<file path="src/rtl/jericalla_secuenciador.sv">
// -----------------------------------------------------------------------------
// jericalla_secuenciador
//
// Issue controller for the two-buffer Jericalla pipeline. It walks the external
// combinational instruction ROM, drives the datapath instruction bus, and
// inserts NOP bubbles whenever a candidate reads a register that one of the two
// instructions still in flight is going to write. The pipeline has no
// forwarding, so this is the only RAW protection. Once the last instruction has
// issued, it drains the pipeline with NOPs and pulses done.
//
// Ports
//   clk          pipeline clock (shared with BUFFER_1/BUFFER_2)
//   rst_n        asynchronous active-low reset
//   start        one-cycle pulse; starts a run from address 0 (ignored when busy)
//   prog_len     number of instructions to run, sampled on an accepted start
//   imem_addr    ROM address, taken straight from the pc register
//   imem_data    ROM data for imem_addr, valid in the same cycle
//   instruccion  registered instruction to the datapath
//                [17:15] op, [14:10] WA, [9:5] RA1, [4:0] RA2
//   busy         high from an accepted start until the end of the done pulse
//   done         one-cycle completion pulse
//   bubble_cnt   bubbles inserted during the current/last run, saturating
// -----------------------------------------------------------------------------
module jericalla_secuenciador #(
    parameter int unsigned PC_W           = 8,
    parameter logic [17:0] NOP_INSTR      = 18'h00000,
    parameter logic [7:0]  WRITES_BR_MASK = 8'b0000_0110,
    parameter int unsigned DRAIN_CYC      = 2
) (
    input  logic            clk,
    input  logic            rst_n,
    input  logic            start,
    input  logic [PC_W-1:0] prog_len,
    output logic [PC_W-1:0] imem_addr,
    input  logic [17:0]     imem_data,
    output logic [17:0]     instruccion,
    output logic            busy,
    output logic            done,
    output logic [15:0]     bubble_cnt
);

    // Drain counter only has to reach DRAIN_CYC-1. A DRAIN_CYC of 0 still
    // issues a single NOP before DONE.
    localparam int unsigned      DRN_W    = (DRAIN_CYC < 2) ? 1 : $clog2(DRAIN_CYC);
    localparam logic [DRN_W-1:0] DRN_LAST = DRN_W'((DRAIN_CYC == 0) ? 0 : DRAIN_CYC - 1);

    typedef enum logic [1:0] {
        S_IDLE,
        S_RUN,
        S_DRAIN,
        S_DONE
    } state_t;

    state_t           state_q, state_d;
    logic [PC_W-1:0]  pc_q, pc_d;
    logic [PC_W-1:0]  len_q, len_d;
    logic [17:0]      instr_q, instr_d;   // also serves as hist1
    logic [17:0]      hist2_q, hist2_d;
    logic             busy_q, busy_d;
    logic             done_q, done_d;
    logic [15:0]      bcnt_q, bcnt_d;
    logic [DRN_W-1:0] drn_q, drn_d;
    logic             hz;

    // True when in-flight instruction h will write a register that candidate c
    // reads. Register 0 gets no special treatment.
    function automatic logic raw_hz(input logic [17:0] h, input logic [17:0] c);
        return WRITES_BR_MASK[h[17:15]] &&
               ((h[14:10] == c[9:5]) || (h[14:10] == c[4:0]));
    endfunction

    always_comb begin
        state_d = state_q;
        pc_d    = pc_q;
        len_d   = len_q;
        instr_d = NOP_INSTR;
        hist2_d = instr_q;            // history shifts on every edge, NOPs included
        busy_d  = busy_q;
        done_d  = 1'b0;
        bcnt_d  = bcnt_q;
        drn_d   = drn_q;
        hz      = 1'b0;

        case (state_q)
            S_IDLE: begin
                if (start) begin
                    len_d   = prog_len;
                    pc_d    = '0;
                    bcnt_d  = '0;
                    drn_d   = '0;
                    busy_d  = 1'b1;
                    state_d = (prog_len == '0) ? S_DRAIN : S_RUN;
                end
            end
            S_RUN: begin
                hz = raw_hz(instr_q, imem_data) || raw_hz(hist2_q, imem_data);
                if (hz) begin
                    if (bcnt_q != 16'hFFFF) begin
                        bcnt_d = bcnt_q + 16'd1;
                    end
                end else begin
                    instr_d = imem_data;
                    pc_d    = pc_q + PC_W'(1);
                    // prog_len never exceeds 2^PC_W-1, so pc+1 cannot wrap here.
                    if ((pc_q + PC_W'(1)) == len_q) begin
                        drn_d   = '0;
                        state_d = S_DRAIN;
                    end
                end
            end
            S_DRAIN: begin
                if (drn_q >= DRN_LAST) begin
                    drn_d   = '0;
                    state_d = S_DONE;
                end else begin
                    drn_d = drn_q + DRN_W'(1);
                end
            end
            S_DONE: begin
                // First edge raises done; the next one drops done and busy together.
                if (!done_q) begin
                    done_d = 1'b1;
                end else begin
                    busy_d  = 1'b0;
                    state_d = S_IDLE;
                end
            end
            default: begin
                state_d = S_IDLE;
            end
        endcase
    end

    always_ff @(posedge clk or negedge rst_n) begin
        if (!rst_n) begin
            state_q <= S_IDLE;
            pc_q    <= '0;
            len_q   <= '0;
            instr_q <= NOP_INSTR;
            hist2_q <= NOP_INSTR;
            busy_q  <= 1'b0;
            done_q  <= 1'b0;
            bcnt_q  <= '0;
            drn_q   <= '0;
        end else begin
            state_q <= state_d;
            pc_q    <= pc_d;
            len_q   <= len_d;
            instr_q <= instr_d;
            hist2_q <= hist2_d;
            busy_q  <= busy_d;
            done_q  <= done_d;
            bcnt_q  <= bcnt_d;
            drn_q   <= drn_d;
        end
    end

    assign imem_addr   = pc_q;
    assign instruccion = instr_q;
    assign busy        = busy_q;
    assign done        = done_q;
    assign bubble_cnt  = bcnt_q;

endmodule
</file>
<file path="config.mk">
export PLATFORM = sky130hd
export DESIGN_NAME = jericalla_secuenciador
export DESIGN_NICKNAME = d
export VERILOG_FILES = /design/src/rtl/jericalla_secuenciador.sv
export SDC_FILE = /design/constraint.sdc
export NUM_CORES = 1
export LEC_CHECK = 0
export CAP_MARGIN = 20
export CORE_MARGIN = 3
export CORE_UTILIZATION = 45
export DETAILED_ROUTE_END_ITERATION = 6
export PLACE_DENSITY = 0.7
export SYNTH_ARGS = -nofsm -noshare
export SYNTH_HDL_FRONTEND = slang
export SYNTH_SLANG_ARGS = --single-unit
</file>
<file path="constraint.sdc">
create_clock -name clk -period 5.91 [get_ports clk]
set_input_delay 0.591 -clock clk [delete_from_list [all_inputs] [get_ports clk]]
set_output_delay 0.591 -clock clk [all_outputs]
set_load 0.1 [all_outputs]
</file>
==> results of run 1 <==
layout make-up:
class,count,area (um2)
Inverter,6,22.5
Tap cell,96,120
Fill cell,603,2670
Clock buffer,9,124
Multi-Input combinational cell,226,1610
Clock inverter,7,97.6
Timing Repair Buffer,74,731
Sequential cell,63,1580
how the worst max path moves through the flow:
stage	start	endpoint	slack, ns	cells past startpoint
after global placement	imem_data[0]	state_q[1]$_DFFE_PN0P_	2.92	9
after global routing	state_q[1]$_DFFE_PN0P_	bubble_cnt[13]$_DFFE_PN0P_	2.59	7
final	state_q[1]$_DFFE_PN0P_	bubble_cnt[9]$_DFFE_PN0P_	2.85	7
after detailed placement	imem_data[5]	state_q[1]$_DFFE_PN0P_	2.88	9
after floorplan	imem_addr[0]$_DFFE_PN0P_	state_q[1]$_DFFE_PN0P_	3.33	8
after CTS	state_q[1]$_DFFE_PN0P_	bubble_cnt[13]$_DFFE_PN0P_	2.86	7
cells by family (layout without fill, tap and decap cells):
logic type / Yosys count / in the layout / synth area share
simple gates: 118 / 118 / 0.210
xor+xnor: 41 / 41 / 0.110
buf+inv: 20 / 96 / 0.0305
flops: 63 / 63 / 0.481
fa+ha+maj: 6 / 6 / 0.0229
mux: 12 / 12 / 0.0397
compound gates: 49 / 49 / 0.106
worst max-delay path, cell delays in order, from the launching register on:
cell     delay [ns]
dfrtp_1        0.41
inv_1          0.09
ha_1           0.76
o21ai_1        0.45
a41o_4         0.45
nor3b_4        0.44
a21oi_1        0.15
a31o_1         0.20
where the power goes:
group	internal [uW]	total, uW	switching, uW
sequential	530	618	88.4
clock	238	414	176
combinational	304	939	635
cell usage after synthesis, types with 2 or more instances:
cell type and number:
dfrtp_1 63, xnor2_1 35, nand2_1 25, and3_1 24, nor2_1 24, nand3_1 13
a21oi_1 10, o21ai_0 10, mux2_2 8, clkbuf_1 6, ha_1 6, inv_1 6
xor2_1 6, a31oi_1 5, buf_2 4, mux2i_1 4, nand2b_1 4, nor2b_1 4
nor3_1 4, a22o_1 3, nor4b_2 3, o211ai_1 3, a31o_2 2, and3_4 2
buf_6 2, nor3b_1 2, nor4b_1 2, o32ai_1 2
per-stage QoR:
step	cell area, um2	setup WS, ns	hold WS, ns	power [uW]
after floorplan	3280	3.33	0.295	1360
after global placement	4060	2.92	0.408	1550
after detailed placement	4060	2.88	0.405	1570
after CTS	4280	2.86	0.425	1990
after global routing	4280	2.59	0.438	2080
final	4280	2.85	0.411	1970
metal layers:
metal | GRT usage | vias to the layer above
met5 | 0 | -
met4 | 0.0729 | 0
met3 | 0.0356 | 9
met2 | 0.283 | 67
met1 | 0.253 | 1191
li1 | - | 1233
sequential cells by signal, summed over array words and instances, names as in the netlist:
register,count
state_q,2
drn_q,1
hist2_q,8
busy,1
len_q,8
imem_addr,8
instruccion,18
done,1
bubble_cnt,16
==> summary by stage, run 1 <==
Critical path
The worst register-to-register path has a setup slack of 2.85 ns. In this run the critical register-to-register path is captured at bubble_cnt[9]$_DFFE_PN0P_. STA puts the critical path data required time at 6.14 ns. The worst register-to-register path has a depth of 7. The largest fanout on the critical path is 29. The startpoint identified for the worst register-to-register timing path is state_q[1]$_DFFE_PN0P_. STA classifies the critical path endpoint as a register.

Data on the critical path arrives at its endpoint at 3.30 ns. The critical path in this run is classified as register to register. The worst setup path is launched from a register.

Finish
In the layout the commonest cells are 71 x clkdlybuf4s50_1, 63 x dfrtp_1, 35 x xnor2_1. The library cell used most frequently in the layout, excluding fill and tap cells, is clkdlybuf4s50_1. Relative to the synthesized area, the layout overhead comes to 30.5%. The repair_antennas step left the layout with diodes totalling 0. The finished layout holds 481 standard cells, fillers aside. The layout cell share with drive strength beyond 1 is 0.119. The final layout contains 415 nets.

Once layout is complete, the utilization of the core stands at 0.616.

STA
The final clock skew is 0.00554 ns. The count of pins over their slew limit is 0. Derived from the worst setup path, the maximum achievable clock frequency is 326 MHz. The number of setup violations in the final report is 0. Headroom to the max-slew limit came out at 0.318. The post-route minimum period is 3.06 ns. Setup repair after global routing left no endpoint under its margin. For the pin with the worst max-slew slack, the measured transition is 1.02 ns. The final setup TNS is 0 ns. The final hold violation count was 0. The final clock period utilization by the worst path is 0.518.

Detailed routing
The met1 routed wirelength after detailed routing is 3290 um. Using the TritonRoute via totals, the vias-per-cell ratio works out to 5.20. Summed over all layers, the routed wires come to 7100 um.

The routed layout has 2500 vias. The count of nets left with antenna violations once routing finished came out at 0. The average wire per cell in the routed design is 14.8 um. The first detailed-routing pass ran for 4 iterations. The top layer reached by signal wires is met4. In the routed design, unresolved DRC markers number 0. The total length of routed met3 wires is 348 um. In this run, the number of DRC markers left after iteration 0 of detailed routing was 84. The length of routed met2 wiring is 3350 um.

Floorplanning
The chip height is 91.4 um. The die is 91.4 um wide. The effective utilization at floorplan is 0.472.

The core region is 6940 um2. The floorplan step defined a die boundary enclosing 8340 um2. The floorplan row count is 30. 73 I/O pins were placed.

Clocking
The later-pin clock latency in the skew report is 0.34 ns. The number of gates resized after CTS was 0. Clock-pin slew was measured on the worst setup and hold paths at 0.07 ns. The clock root buffer is clkbuf_8. The total CTS buffers is 9.

The maximum buffer depth of the clock tree is 2. In this run the number of H-tree levels came out at 3. The TritonCTS sink count is 63. In this run the post-CTS setup repair buffer count came out at 0.

Hold repair after CTS inserted 0 buffers. TritonCTS built the clock tree.

Logic synthesis
The synthesized area divided by synthesized cell count is 10.6 um2. The netlist uses 55 different library cells. The flip-flop cell with the highest count after synthesis is dfrtp_1. In this run, synthesis inferred 0 flip-flops with an integrated enable.

Synthesis handed over a netlist of 309 instances. The share of synthesized flip-flops with an asynchronous set or reset is 1.00. The count of synthesis-stage warnings from yosys is 0. In this run, synthesis produced a sequential element count of 63. By area the synthesized netlist is led by dfrtp_1 48%, xnor2_1 9.4%, and3_1 4.6%. Of all cell types, the one taking the most synthesized area is dfrtp_1. Of the post-synthesis cell area, the dominant cell type holds 0.481. In this run the cell area of the synthesized design comes to 3280 um2.

The number of nets handed over by synthesis was 344. The share of the yosys chip area belonging to registers is 0.481.

GRT
The remaining global-route overflow is 0. Entering global routing, the biggest net connects 64 pins. The first global-routing pass estimated 12200 um of wire. The number of antenna violations at the first check in global routing is 0.

For this run, the total global-route usage over all layers was measured as 0.183. The number of global-route vias before repair is 2490.

Min path
The path type of the worst min-delay path is input port to asynchronous set/reset pin.

Placement
Input and output buffers added on the ports amount to 72. The post-DP HPWL is 5070 um. The cell count after placement is 465. The final RePlAce weighted congestion is 0.837.

Pwr
For this design the static power due to leakage is 0.00184 uW. For this design the ratio of total power to cell area is 461 nW/um2. VDD sags by at most 280 uV.

Flow run
The total of max-cap violations is 0.

Run status
The run finished with clean final reports.
(Power assumes the default switching activity.)
==> run 2, diff against run 1 <==
--- a/config.mk
+++ b/config.mk
@@ -9,7 +9,7 @@
 export CORE_MARGIN = 3
 export CORE_UTILIZATION = 45
 export DETAILED_ROUTE_END_ITERATION = 6
-export PLACE_DENSITY = 0.7
+export PLACE_DENSITY = 0.72
 export SYNTH_ARGS = -nofsm -noshare
 export SYNTH_HDL_FRONTEND = slang
 export SYNTH_SLANG_ARGS = --single-unit
==> constraint.sdc (replaced) <==
create_clock -name clk -period 2.67 [get_ports clk]
set_input_delay 0.267 -clock clk [delete_from_list [all_inputs] [get_ports clk]]
set_output_delay 0.267 -clock clk [all_outputs]
set_load 0.1 [all_outputs]
==> run 2 against run 1 <==
  * Fmax grew 34%
  * First-iteration DRC count rose by 20%
  * Via count is 2.7% higher
  * Flip-flop and latch count is the same
  * Sequential share of layout area decreased by 0.086 points
  * Clock skew up 0.0048 ns
  * Combinational power is 120% higher
  * Cell area increased by 0.23%
  * Clock power rose by 150%
  * Largest power group unchanged
  * Highest routed layer unchanged
==> summary by stage, run 2 (same netlist as run 1, synthesis figures left out) <==
Detailed routing
The residual antenna-violating net count after detailed routing is 0. Summed over all layers, the routed wires come to 7260 um. The total iterations of the first detailed-routing run is 4.

The average wire per cell in the routed design is 14.8 um. For this block, the via count after detailed routing is 2568. The via density per instance is 5.23. In the routed design, unresolved DRC markers number 0.

The count of routing violations after the opening detailed-route iteration is 101.

Min path
The worst hold path begins at instruccion[17]$_DFF_PN0_. The number of cells traversed by the worst hold path is 0. The worst min-delay path endpoint is hist2_q[17]$_DFF_PN0_. The worst hold path belongs to the class register to register.

Clocking
Counting every sink on the clock net gives 63. The later-pin clock latency in the skew report is 0.34 ns. The clock-pin slew reported for the worst setup and hold paths after clock tree synthesis is 0.07 ns. The clock root buffer is clkbuf_8. TritonCTS built the clock tree. The number of clock buffers added by TritonCTS is 9. The depth of the CTS H-tree is 3.

The longest clock path from root to sink contains 2 buffers. Once the clock tree was built, the resizer swapped 0 gates to a different size.

Finish
The count of inserted antenna diode cells is 0. Leaving out fill and tap cells, the most frequent cell in the layout is dfrtp_1. In the layout the commonest cells are 63 x dfrtp_1, 55 x buf_4, 35 x xnor2_1. Of the cells placed in the final design, the portion with a size suffix greater than 1 is 0.251. The count of filler cells inserted in the layout is 584. The layout overhead on the synthesized area is 30.8%. The flip-flop count of the largest register after layout is 18. The total non-filler cell area in the finished layout is 4290 um2. The net count of the finished layout is 426.

Critical path
Traced cell by cell, the critical path runs through xnor2_1 > nand3_1 > o32ai_1 > a221o_2 > nor3b_4 > a21oi_1 > a31o_2. Setup slack on the worst reg-to-reg path comes out at 0.39 ns. The critical path arrival is 2.52 ns.

The startpoint identified for the worst register-to-register timing path is instruccion[10]$_DFF_PN0_. The reg-to-reg endpoint is bubble_cnt[13]$_DFFE_PN0P_. The largest fanout on the critical path is 9. The buffers plus inverters on the worst setup path is 0. The kind of end point of the critical path is a register. For the worst flop-to-flop path, the logic depth is 7. The largest stage delay on the critical path is 0.48 ns. The category of the critical setup timing path is register to register. The worst setup path is launched from a register. The critical path's slowest cell is o32ai_1. The cell family contributing the most delay on the critical path is compound AO/OA/AOI/OAI gates. The critical path depth in cells is 7. For the worst setup path, the data required time is 2.90 ns.

STA
The post-route minimum period is 2.28 ns. The worst pin sits at a relative slew slack of 0.569. Setup violations remaining at the end of the flow were counted as 0. The final clock skew is 0.0104 ns.

The final setup TNS is 0 ns. Setup slack on the critical path of the routed design comes to 0.386 ns. At the pin with the least slew margin, the transition time is 0.647 ns. The count of pins over their slew limit was 0. Static timing analysis puts the maximum clock frequency at 438 MHz. Of the available clock period, the critical path in the final layout requires 0.855. Setup repair after global routing left no endpoint under its margin. The final hold violation count is 0.

Floorplanning
The die is 91.4 um wide. The die covers 8340 um2. The initialized floorplan defines 30 standard-cell rows.

The effective utilization at floorplan is 0.472. The floorplan step defined a core boundary enclosing 6940 um2. The die is 91.4 um tall. The top-level I/O count is 73.

Flow run
The total of max-cap violations is 0.

Pwr
The static leakage is 0.00199 uW. The largest voltage drop on the vdd net is 535 uV. The cell area power density is 1050 nW/um2. After layout, the design draws a total of 4510 uW.

GRT
Across every metal layer, demand over resource in global routing totals 0.184. The number of antenna violations at the first check in global routing is 0. The number of global-route vias before repair was 2531.

Entering global routing, the biggest net connects 36 pins. Summed over all layers, the global routing overflow is 0. The first-pass GRT wire length is 12300 um.

Placement
The post-placement cell area is 4030 um2. The final RePlAce weighted congestion is 0.894. The number of input and output port buffers inserted is 72. Detailed placement ended at an HPWL of 5310 um.

OpenSTA, run right after detailed placement, puts the worst setup slack at 0.0934 ns.

Run status
The flow ran to the end, and the final reports show no timing, DRC or antenna violations.
-- run 2: cell types whose count changed in the layout (fill, tap and decap cells not counted), sizes merged --
| cell | before | now |
|---|---|---|
| buf | 3 | 57 |
| clkdlybuf4s50 | 71 | 27 |
| clkinv | 3 | 1 |
| bufinv | 2 | 3 |
| clkbuf | 9 | 10 |
| clkinvlp | 2 | 1 |
| dlygate4sd3 | 0 | 1 |
-- run 2: worst reg2reg max path, stage by stage (launching register included) --
cell and delay, ns:
dfrtp_1 0.43, xnor2_1 0.18, nand3_1 0.10, o32ai_1 0.48, a221o_2 0.25, nor3b_4 0.39, a21oi_1 0.12, a31o_2 0.22
-- run 2: cell type report --
class                   instances  area [um2]  share of cell area
multi-input cells             226        1610               0.375
flip-flops and latches         63        1580               0.368
repair buffers                 85         718               0.167
clock buffers                  10         138              0.0321
well taps                      96         120              0.0280
clock inverters                 5         106              0.0248
inverters                       6        22.5             0.00525
-- run 2: stage by stage --
stage | hold WS [ns] | util | instances
final | 0.433 | 0.617 | 491
after global routing | 0.455 | 0.617 | 491
after CTS | 0.437 | 0.617 | 491
after detailed placement | 0.326 | 0.581 | 475
after global placement | 0.323 | 0.581 | 475
after floorplan | -0.0286 | - | 309
-- run 2: what timing repair did --
action	CTS	global route
endpoints found under the hold margin	28	0
hold buffers	1	0
buffers inserted	0	0
-- run 2: routing by layer --
metal	track usage	vias to the layer above	share of wire
met5	0	-	0
met4	0.0490	0	0.010
met3	0.0547	11	0.054
met2	0.302	71	0.50
met1	0.238	1236	0.44
li1	-	1250	-
-- run 2: where the power goes --
part / internal [uW] / switching, uW
Clock: 642 / 381
Sequential: 1170 / 195
Combinational: 702 / 1410
Total: 2520 / 1990
-- run 2: worst max-delay path by stage --
stage	from	to	slack, ns
floorplan	imem_addr[0]$_DFFE_PN0P_	state_q[1]$_DFFE_PN0P_	0.09
global placement	imem_data[4]	bubble_cnt[13]$_DFFE_PN0P_	0.20
detailed placement	imem_data[0]	bubble_cnt[13]$_DFFE_PN0P_	0.09
CTS	imem_addr[0]$_DFFE_PN0P_	state_q[1]$_DFFE_PN0P_	0.40
global route	imem_addr[0]$_DFFE_PN0P_	state_q[1]$_DFFE_PN0P_	0.24
finish	instruccion[10]$_DFF_PN0_	bubble_cnt[13]$_DFFE_PN0P_	0.39
